**src/rtl/odd_stream_monitor.sv**
```systemverilog
// Odd-counter stream monitor: tracks a +2 odd sequence,
// reports lock, errors and sample statistics.
module odd_stream_monitor #(
  parameter int LOCK_LEN = 2,
  parameter int ERR_W    = 8
) (
  input  logic             clk,
  input  logic             reset,
  input  logic             din_valid,
  input  logic [7:0]       din,
  input  logic             clr,
  output logic             locked,
  output logic             err_pulse,
  output logic [ERR_W-1:0] err_cnt,
  output logic [15:0]      sample_cnt,
  output logic [7:0]       last_val
);

  typedef enum logic [1:0] {
    IDLE = 2'd0,
    ACQ  = 2'd1,
    LOCK = 2'd2
  } state_t;

  localparam logic [3:0] LOCK_N = 4'(LOCK_LEN);

  state_t     state;
  state_t     state_nxt;
  logic [3:0] match;
  logic [3:0] match_nxt;
  logic [3:0] match_inc;
  logic [7:0] expected;
  logic [7:0] expected_nxt;
  logic       err;
  logic       accept;
  logic       odd;
  logic       hit;

  assign accept    = din_valid & ~clr;
  assign odd       = din[0];
  assign hit       = (din == expected);
  assign match_inc = match + 4'd1;

  // state, match counter and expected value registers
  always_ff @(posedge clk or negedge reset) begin
    if (!reset) begin
      state    <= IDLE;
      match    <= '0;
      expected <= '0;
    end else if (clr) begin
      state    <= IDLE;
      match    <= '0;
      expected <= '0;
    end else begin
      state    <= state_nxt;
      match    <= match_nxt;
      expected <= expected_nxt;
    end
  end

  // sequence tracking: next state and error detection
  always_comb begin
    state_nxt    = state;
    match_nxt    = match;
    expected_nxt = expected;
    err          = 1'b0;
    if (accept) begin
      expected_nxt = din + 8'd2;
      match_nxt    = '0;
      unique case (state)
        IDLE: begin
          if (odd) state_nxt = ACQ;
          else     err       = 1'b1;
        end
        ACQ: begin
          if (hit) begin
            match_nxt = match_inc;
            if (match_inc == LOCK_N)
              state_nxt = LOCK;
          end else if (!odd) begin
            state_nxt = IDLE;
            err       = 1'b1;
          end
        end
        LOCK: begin
          if (hit) begin
            match_nxt = match;
          end else if (odd) begin
            state_nxt = ACQ;
            err       = 1'b1;
          end else begin
            state_nxt = IDLE;
            err       = 1'b1;
          end
        end
        default: state_nxt = IDLE;
      endcase
    end
  end

  // lock indication decoded from the state register
  always_comb begin
    locked = (state == LOCK);
  end

  // registered error pulse and statistics
  always_ff @(posedge clk or negedge reset) begin
    if (!reset) begin
      err_pulse  <= 1'b0;
      err_cnt    <= '0;
      sample_cnt <= '0;
      last_val   <= '0;
    end else if (clr) begin
      err_pulse  <= 1'b0;
      err_cnt    <= '0;
      sample_cnt <= '0;
      last_val   <= '0;
    end else begin
      err_pulse <= err;
      if (err && (err_cnt != '1))
        err_cnt <= err_cnt + ERR_W'(1);
      if (accept) begin
        sample_cnt <= sample_cnt + 16'd1;
        last_val   <= din;
      end
    end
  end

endmodule

```
**config.mk**
```make
export PLATFORM = sky130hd
export DESIGN_NAME = odd_stream_monitor
export DESIGN_NICKNAME = d
export VERILOG_FILES = /design/src/rtl/odd_stream_monitor.sv
export SDC_FILE = /design/constraint.sdc
export NUM_CORES = 1
export LEC_CHECK = 0
export ABC_AREA = 1
export ABC_CLOCK_PERIOD_IN_PS = 1300
export CORE_ASPECT_RATIO = 1.2
export CORE_MARGIN = 4
export CORE_UTILIZATION = 46
export DETAILED_ROUTE_END_ITERATION = 10
export GPL_ROUTABILITY_DRIVEN = 1
export PLACE_DENSITY = 0.74
export SKIP_LAST_GASP = 1
export SLEW_MARGIN = 20
export SYNTH_ARGS = -nofsm -noshare
export SYNTH_HDL_FRONTEND = slang
export SYNTH_SLANG_ARGS = --single-unit
```
**constraint.sdc**
```tcl
create_clock -name clk -period 1.3 [get_ports clk]
set_input_delay 0.195 -clock clk [delete_from_list [all_inputs] [get_ports clk]]
set_output_delay 0.195 -clock clk [all_outputs]
set_load 0.05 [all_outputs]
```
==> summary.txt <==
Floorplan
  • Cell Rows: 29
  • Initial core utilization: 48.11%
  • Area of the core: 5334 um^2
  • Die Width: ~76 um
  • # IOs: 46
  • Die footprint: 6843 um^2
  • Die Height: between 80 and 90 um

Timing
  • Tcrit/Tclk final: 111.8%
  • Fmax: 0.6881 GHz
  • Final Max Slew Viols: 0
  • Crit path time final: ~1.5 ns
  • Clock Skews: ~0.0074 ns
  • Endpoints failing setup: 20
  • Final hold vios: 0
  • Slew Limit Headroom: 77.74%
  • Worst setup margin: -0.1534 ns
  • Unrepaired setup endpoints after global routing: true
  • Worst-Margin Slew: between 0.3 and 0.4 ns

Clock network
  • Clk slew on worst S/H paths: 0.09 ns
  • TritonCTS clock tree: yes
  • Max H-tree Level: 2
  • CTS Buffer Depth: 2
  • CTS Sinks: 46
  • Worst skew pair latency: roughly 0.30 ns
  • CTS Buf Count: 5
  • Clock root buffer: clkbuf_8

Critical path
  • Bufs and invs on worst path: 3
  • Crit end category: flip-flop
  • Crit Path Category: in -> reg
  • Critical-path maximum fanout: 8
  • Worst path max stage delay: between 0.4 and 0.5 ns
  • Worst path arrival time: 1.66 ns
  • CP cell instances: clkdlybuf4s50_1 > buf_4 > nor2_1 > nor2_1 > nor2_4 > nand3_4 > buf_4 > nand3_1 > nand2_1
  • CP startpoint kind: input port
  • Crit-path slowest cell: clkdlybuf4s50_1
  • Critical Path RT: around 1.5 ns
  • Crit path max-delay family: buffers and inverters

Placement
  • DP Wirelength: 4774 um
  • I/O Buffers: between 40 and 50
  • GPL Wtd Cong: a little under 0.8
  • Post-Place Cells: between 400 and 500

Layout
  • Area of the multi-input gates: between 1000 and 1500 um^2
  • Share of layout cells above drive strength 1: 42.65%
  • Fillers: around 350
  • N_diodes: 0
  • Register area: 1172 um^2
  • Final core utilization: 78.96%
  • Non-Filler Instances: around 480
  • Area Growth Syn to Fin: 64.12%
  • Nets: about 440

Outcome
  • Failing checks: setup timing
  • Outcome: finished with violations

Pwr
  • P_sw: 940.1 uW
  • Sw frac: about 29%
  • Internal power: between 2000 and 2500 uW
  • Worst vdd ir: 0.0005973 V
  • Leak: 0.001930 uW
  • Pwr dens: slightly below 800 nW/um^2
  • Comb pwr share: 20.4%
  • Clock power frac: about 33%
  • Flop pwr share: 46.7%

Synthesis
  • Area leader, netlist: dfrtp_1
  • Post-synthesis instance total: between 300 and 400
  • Net Count, Synth: between 300 and 400
  • Yosys warning count: 0
  • Syn avg cell area: around 8.2 um^2
  • Sequential area share after synthesis: between 40% and 50%
  • Synth Register Bits: 46
  • Top FF cell, synth: dfrtp_1
  • Yosys cell types: 37
  • Post-synth EDFFs: 0
  • Synth area leaders: dfrtp_1 45%, nand2_1 12%, nand3_1 4.7%
  • Post-synth ARST share: 100.0%
  • Synth top area share: about 45%
  • Mapped cell area: 2566 um^2

Routing
  • DRT Pass-1 Iters: 5
  • Routed wire length: ~6600 um
  • Wl on met1: 2763 um
  • First-iteration detailed-routing DRC count: 124
  • Post-DR vias/cell: between 5 and 6
  • DR WL met3: 309 um
  • Post-route DRC: 0
  • Routed wl met2: about 3400 um
  • Highest Signal Layer: met4
  • Via count: between 2000 and 3000
  • Routed length per placed instance: 13.56 um
  • ANT nets after route: 0

Job
  • Max-cap violation count: 0

Worst hold path
  • Hold WC Path Type: in -> reg

GRT
  • First-pass GRT wire length: approximately 11000 um
  • GR Overflow Total: 0
  • Pin count of the biggest net entering global routing: 47
  • Total track usage: between 10% and 20%
  • Initial antenna violation count: 0
  • Vias in the first global route: about 2500
-- cells by family after synthesis --
logic type | after synthesis | synth area share [%]
and+or+nand+nor | 170 | 32.96
DFF | 46 | 44.86
AOI/OAI and AO/OA | 41 | 9.507
buffers and inverters | 39 | 6.484
xor gates and xnor gates | 11 | 3.754
adders and majority gates | 5 | 2.438
-- worst paths after layout --
check                            start             to  slack [ns]  cells past startpoint
setup / recovery                din[0]     err_cnt[6]       -0.15                      9
hold / removal                  din[1]    expected[1]        0.35                      2
setup reg to reg           expected[6]     err_cnt[2]       -0.14                      8
hold reg to reg               match[3]       match[3]        0.52                      2
max in group asynchronous        reset  sample_cnt[3]        0.67                      3
min in group asynchronous        reset  sample_cnt[4]        0.38                      3
-- sequential cells by signal, indices dropped and copies added, names as in the netlist --
register / cells
err_pulse: 1
last_val: 7
state: 2
sample_cnt: 16
expected: 8
match: 4
err_cnt: 8
-- worst reg2reg max path: cells and delay by family (launching register included) --
family	cells	cell delay [ns]
DFF	1	0.42
and+or+nand+nor	7	0.77
xor gates and xnor gates	1	0.17
-- metal layers --
layer | vias up | track usage (%)
met2 | 74 | 33.29
met4 | 0 | 6.706
met3 | 13 | 3.300
met5 | - | 0
li1 | 1240 | -
met1 | 1198 | 24.24
-- metrics by stage --
step	cell area, um^2	hold slack, ns	setup slack (ns)	power [uW]	setup TNS, ns
final	4212	0.3501	-0.1534	3294	-2.039
after global routing	4212	0.3462	-0.2577	3445	-4.274
after CTS	4115	0.3304	-0.1265	3295	-1.631
after detailed placement	3900	0.1954	-0.5296	2203	-16.47
after global placement	3900	0.1966	-0.4402	2185	-14.19
after floorplan	2676	-0.1006	-0.2904	1863	-3.174
-- cells in the final DEF, fill, tap and decap left out, drive strengths merged --
cell / n
a21oi: 11
a22o: 4
a31oi: 1
buf: 96
bufinv: 1
clkbuf: 5
clkdlybuf4s15: 1
clkdlybuf4s50: 6
clkinv: 1
clkinvlp: 2
dfrtp: 46
dlygate4sd2: 3
dlygate4sd3: 1
ha: 5
inv: 32
nand2: 86
nand3: 31
nand4: 5
nor2: 36
nor3: 9
nor3b: 2
nor4: 1
o211ai: 1
o21a: 2
o21ai: 17
o21ba: 1
o22ai: 1
o311ai: 1
o31ai: 2
or2: 1
xnor2: 6
xor2: 5
-- power groups by stage --
stage                     Sequential [uW]  Clock [uW]  Combinational, uW
after floorplan                      1650           0                216
after global placement               1560           0                623
after detailed placement             1560           0                639
after CTS                            1540        1110                653
after global routing                 1550        1170                725
final                                1540        1080                671
-- Yosys cell counts (2+ instances only) --
cell type	instances
xnor2_1	6
a22o_1	4
nand3_1	24
nand2_4	2
nand2_2	2
nor2_1	26
nand2_1	81
o31ai_1	2
buf_4	3
dfrtp_1	46
nor2_2	4
inv_1	26
a21oi_1	11
nand3_2	6
nand4_1	3
xor2_1	5
nor3_1	9
o21ai_1	5
nor2_4	6
o21a_1	2
o21ai_0	12
nor3b_1	2
nand4_2	2
ha_1	5
inv_2	6
-- cell type report --
class | count | share of cell area, %
clock buffer | 5 | 1.634
sequential | 46 | 27.84
inverter | 33 | 2.941
timing repair buffer | 107 | 30.24
clock inverter | 3 | 1.070
multi-input combinational | 228 | 34.43
tap | 62 | 1.842
-- timing repair --
item / 4_1_cts / 5_1_grt
endpoints found under the hold margin: 46 / 0
gates cloned: 0 / 1
buffers inserted: 6 / 3
gates resized for setup: 17 / 20
hold buffers: 1 / 0
pin swaps: 15 / 10
endpoints found under the setup margin: 35 / 28
Power figures use the tool's default switching activity.
